### src/rtl/multu_seq.sv
// Sequential shift-add multiplier producing a 2*WIDTH-bit product into HI/LO.
// Fixed latency with a start/busy/done handshake, signed (MULT) or unsigned (MULTU).
module multu_seq #(
   parameter int unsigned WIDTH = 32
) (
   input  logic             clk,
   input  logic             multurst_n,
   input  logic             multustart,
   input  logic             multusgn,
   input  logic [WIDTH-1:0] multua,
   input  logic [WIDTH-1:0] multub,
   output logic             multubusy,
   output logic             multudone,
   output logic [WIDTH-1:0] multuhi,
   output logic [WIDTH-1:0] multulo
);

   localparam int unsigned PW = 2 * WIDTH;
   localparam int unsigned CW = $clog2(WIDTH);
   localparam logic [CW-1:0] LAST = CW'(WIDTH - 1);

   typedef enum logic [1:0] {StIdle, StRun, StFix, StDone} state_t;

   state_t           state_q, state_d;
   logic [PW-1:0]    acc_q, acc_d;
   logic [PW-1:0]    mcand_q, mcand_d;
   logic [WIDTH-1:0] mplier_q, mplier_d;
   logic [CW-1:0]    count_q, count_d;
   logic             neg_q, neg_d;
   logic [WIDTH-1:0] hi_q, hi_d;
   logic [WIDTH-1:0] lo_q, lo_d;

   logic [WIDTH-1:0] abs_a;
   logic [WIDTH-1:0] abs_b;
   logic [PW-1:0]    prod;

   // Magnitude of the most negative value (2^(WIDTH-1)) is representable as unsigned.
   always_comb begin
      abs_a = multua;
      abs_b = multub;
      if (multusgn && multua[WIDTH-1]) begin
         abs_a = ~multua + WIDTH'(1);
      end
      if (multusgn && multub[WIDTH-1]) begin
         abs_b = ~multub + WIDTH'(1);
      end
   end

   always_comb begin
      prod = acc_q;
      if (neg_q) begin
         prod = ~acc_q + PW'(1);
      end
   end

   always_comb begin
      state_d  = state_q;
      acc_d    = acc_q;
      mcand_d  = mcand_q;
      mplier_d = mplier_q;
      count_d  = count_q;
      neg_d    = neg_q;
      hi_d     = hi_q;
      lo_d     = lo_q;
      unique case (state_q)
         StIdle: begin
            if (multustart) begin
               mcand_d  = {{WIDTH{1'b0}}, abs_a};
               mplier_d = abs_b;
               neg_d    = multusgn & (multua[WIDTH-1] ^ multub[WIDTH-1]);
               acc_d    = '0;
               count_d  = '0;
               state_d  = StRun;
            end
         end
         StRun: begin
            // The shifting multiplicand stands in for (multiplicand << count).
            if (mplier_q[0]) begin
               acc_d = acc_q + mcand_q;
            end
            mcand_d  = mcand_q << 1;
            mplier_d = mplier_q >> 1;
            count_d  = count_q + CW'(1);
            if (count_q == LAST) begin
               state_d = StFix;
            end
         end
         StFix: begin
            hi_d    = prod[PW-1:WIDTH];
            lo_d    = prod[WIDTH-1:0];
            state_d = StDone;
         end
         StDone: begin
            state_d = StIdle;
         end
         default: begin
            state_d = StIdle;
         end
      endcase
   end

   always_ff @(posedge clk or negedge multurst_n) begin
      if (!multurst_n) begin
         state_q  <= StIdle;
         acc_q    <= '0;
         mcand_q  <= '0;
         mplier_q <= '0;
         count_q  <= '0;
         neg_q    <= 1'b0;
         hi_q     <= '0;
         lo_q     <= '0;
      end else begin
         state_q  <= state_d;
         acc_q    <= acc_d;
         mcand_q  <= mcand_d;
         mplier_q <= mplier_d;
         count_q  <= count_d;
         neg_q    <= neg_d;
         hi_q     <= hi_d;
         lo_q     <= lo_d;
      end
   end

   assign multubusy = (state_q != StIdle);
   assign multudone = (state_q == StDone);
   assign multuhi   = hi_q;
   assign multulo   = lo_q;

endmodule

### config.mk
export PLATFORM = sky130hd
export DESIGN_NAME = multu_seq
export DESIGN_NICKNAME = d
export VERILOG_FILES = /design/src/rtl/multu_seq.sv
export SDC_FILE = /design/constraint.sdc
export NUM_CORES = 1
export LEC_CHECK = 0
export BUFFER_PORTS_ARGS = -buffer_cell sky130_fd_sc_hd__buf_2
export CORE_MARGIN = 4
export CORE_UTILIZATION = 61
export DETAILED_ROUTE_END_ITERATION = 8
export PLACE_DENSITY = 0.81
export SLEW_MARGIN = 20
export SYNTH_ARGS = -nofsm -noshare
export SYNTH_HDL_FRONTEND = slang
export SYNTH_SLANG_ARGS = --single-unit
### constraint.sdc
create_clock -name clk -period 3.9 [get_ports clk]
set_input_delay 0.39 -clock clk [delete_from_list [all_inputs] [get_ports clk]]
set_output_delay 0.39 -clock clk [all_outputs]
set_load 0.1 [all_outputs]
==> metrics <==
run status=complete, no violations; initial cell density of the core=0.6175; clock-pin slew of the registers on the worst-case setup and hold paths=60 ps; number of primary I/O pins=134; Yosys cell types=68; count of antenna-violating nets left after detailed routing=0; number of buffers and inverters on the critical path=0; number of filler cells placed in the layout=1956; Slowest cell on crit path=sky130_fd_sc_hd__dfrtp_1; Post-synth EDFFs=0; most common cell after layout, fill and taps aside=sky130_fd_sc_hd__dfrtp_1; launch instance of the worst register-to-register path=acc_q[11]$_DFFE_PN0P_; timing-limited maximum frequency=277.7 MHz; Data required, critical path=4350 ps; crit share post-route=0.9235; number of buffers inserted during clock tree synthesis=26; number of register bits inferred by synthesis=232; most frequent cells in the layout=231 x sky130_fd_sc_hd__dfrtp_1, 224 x sky130_fd_sc_hd__a21oi_1, 201 x sky130_fd_sc_hd__nand2_1; number of standard-cell rows in the floorplan=57; total congestion overflow after global routing=0; wire length per cell=18.02 um; violation count after the first detailed-routing iteration=1235; terminus of the critical flop-to-flop path=acc_q[54]$_DFFE_PN0P_; final clock skew=12.08 ps; total area of sequential cells=5807 um^2; initial antenna violation count=1; final setup violation count=0; Min-Delay Path Class=primary input to flip-flop; max-slew headroom at the worst pin=0.3019; CP Launch Type=flip-flop; share of layout cells above drive strength 1=0.1310; pin count of the biggest net entering global routing=137; post-layout net count=2000; Synth area leaders=sky130_fd_sc_hd__dfrtp_1 39%, sky130_fd_sc_hd__a21oi_1 7.5%, sky130_fd_sc_hd__xor2_1 6.7%; slowest stage delay, CP=460 ps; clock latency of the later-clocked register in the worst-skew pair=540 ps; start-to-end type of the worst setup path=flip-flop to flip-flop; detail-routed via count per cell=6.194; Post-Place Setup Slack=242.6 ps; minimum setup slack in the final design=298.5 ps; Crit Path Max Fanout=6; Antenna Cells=0; mean cell area of the mapped netlist=8.513 um^2; GRT Total Usage=0.2925; maximum count of clock buffers along a single path=3; Hold Path Cell Cnt=3; height of the chip=164.7 um; overall die area=27120 um^2; CP Launch Point=acc_q[11]$_DFFE_PN0P_; Reg2Reg Setup Slack=300 ps; hold_ws=143.7 ps; min-delay src=multub[31]; Routability Congestion=0.9556; synthesized area=14970 um^2; cell accounting for the most synthesized area=sky130_fd_sc_hd__dfrtp_1; share of the synthesized area in the top cell type=0.3877; Post-Route Setup TNS=0 ps; number of buffers inserted to repair setup after CTS=0; clock net sink count=232; Hold Path Sink=mplier_q[31]$_DFFE_PN0P_; total power density per cell area=910.1 nW/um^2; Buffers on Ports=133; Hold Vio Cnt, Final=0; actual slew at the worst max-slew pin=1047 ps; Layout area overhead=13.34%; cell chain of the critical path=ha_1 > a21o_1 > a21o_1 > a221o_1 > a41o_1 > a41oi_1 > o21ai_0 > a31oi_2 > a21oi_1 > xnor2_1 > o21ai_0; Post-Synthesis Net Count=1901; setup repair after global routing missed its margin=false; data arrival time of the critical path=4050 ps; overall power=15.45 mW; path depth of the worst reg2reg path=11; number of global-route vias before repair=12780; count of synthesis-stage warnings from yosys=0; CORE AREA=24250 um^2; number of slew-limit violations in the final report=0; HPWL after detailed placement=28610 um; capturing element type of the critical path=flip-flop; root buf cell=sky130_fd_sc_hd__clkbuf_16; number of maximum-capacitance constraint violations=0; wire length reported by the detailed router=39670 um; width of the chip=164.7 um; min Tclk post-route=3601 ps; H-tree depth=1; share of the yosys chip area belonging to registers=0.3877; async set or reset register ratio after synthesis=1.000; summed area of non-filler cells in the final layout=16970 um^2; clock tree from TritonCTS=built; number of remaining DRC errors=0; count of mapped cells out of synthesis=1759; drt pass-1 iters=6; most used flip-flop cell after synthesis=sky130_fd_sc_hd__dfrtp_1; Static Leak=7.806 nW; multi-input gate area in the final layout=8757 um^2; highest ir drop seen on vdd=0.6297 mV; wire length of the first global-routing pass=65200 um; top cell family by delay on the critical path=compound AO/OA/AOI/OAI gates; vias after detailed routing=13640; standard cell area after detailed placement=16000 um^2
## logic make-up (layout without fill, tap and decap cells)
kind of cell               Yosys count  in the layout  share of synthesized area
AOI/OAI and AO/OA                  609            609                     0.2414
xor gates and xnor gates           168            168                    0.09826
adders and majority gates           74             74                    0.06233
buffers and inverters              124            243                    0.03133
DFF                                232            232                     0.3877
muxes                               20             20                    0.01412
and+or+nand+nor                    532            532                     0.1649
## timing repair
item | CTS | global route
hold buffers | 1 | 0
hold endpoints to repair | 72 | 0
setup endpoints to repair | 0 | 5
resized for setup | 0 | 1
## per-stage QoR
step                  util  std cells
floorplan                -       1759
global placement    0.6599       2153
detailed placement  0.6599       2153
CTS                 0.6997       2202
global route        0.6999       2202
finish              0.6999       2202
## registers in the layout (all words and copies together) (netlist names)
signal and cells:
acc_q 64, mcand_q 64, mplier_q 32, multuhi 32, multulo 32, count_q 5, state_q 2, neg_q 1
## worst max path at each step
stage	cells past startpoint	slack, ps	to
finish	11	300	acc_q[54]$_DFFE_PN0P_
global route	11	40	acc_q[29]$_DFFE_PN0P_
CTS	11	210	acc_q[54]$_DFFE_PN0P_
detailed placement	11	240	acc_q[54]$_DFFE_PN0P_
global placement	11	360	acc_q[58]$_DFFE_PN0P_
floorplan	11	690	acc_q[58]$_DFFE_PN0P_
## final cells by class
class                   instances  area share
clock buffers                  33     0.04165
clock inverters                15     0.01460
flip-flops and latches        232      0.3421
well taps                     324     0.02389
repair buffers                163     0.05470
multi-input cells            1403      0.5160
inverters                      32    0.007077
## worst register-to-register path: cells and delay by family (launching register included)
kind	cells	cell delay, ps
AOI/OAI and AO/OA	9	2490
DFF	1	460
adders and majority gates	1	410
xor gates and xnor gates	1	150
## layer usage
layer  share of wire  GRT usage
met2            0.45     0.4545
met1            0.45     0.4324
met5         0.00018          0
met4           0.021    0.07713
met3           0.079    0.04168
## power by group
part	leakage [nW]	switching (mW)	internal, mW
Sequential	2.98	0.789	3.29
Combinational	4.37	6.36	2.28
Clock	0.459	1.04	1.68
Total	7.81	8.19	7.26
## cells in the mapped netlist (8+ instances only)
library cell	number
sky130_fd_sc_hd__o41ai_1	11
sky130_fd_sc_hd__buf_1	9
sky130_fd_sc_hd__or3_1	25
sky130_fd_sc_hd__a21o_1	30
sky130_fd_sc_hd__xor2_1	114
sky130_fd_sc_hd__a21oi_1	224
sky130_fd_sc_hd__o21bai_1	15
sky130_fd_sc_hd__inv_1	31
sky130_fd_sc_hd__clkbuf_1	82
sky130_fd_sc_hd__nand3_1	22
sky130_fd_sc_hd__mux2i_1	11
sky130_fd_sc_hd__or4_1	11
sky130_fd_sc_hd__mux2_2	9
sky130_fd_sc_hd__nand4_1	18
sky130_fd_sc_hd__nor3_1	21
sky130_fd_sc_hd__nor2b_1	10
sky130_fd_sc_hd__xnor2_1	54
sky130_fd_sc_hd__dfrtp_1	232
sky130_fd_sc_hd__ha_1	73
sky130_fd_sc_hd__nand2_1	201
sky130_fd_sc_hd__nor4_1	11
sky130_fd_sc_hd__a22o_1	40
sky130_fd_sc_hd__o31ai_1	28
sky130_fd_sc_hd__and3_1	8
sky130_fd_sc_hd__nor2_1	162
sky130_fd_sc_hd__a31oi_1	13
sky130_fd_sc_hd__o21ai_0	197
Power figures use the tool's default switching activity.
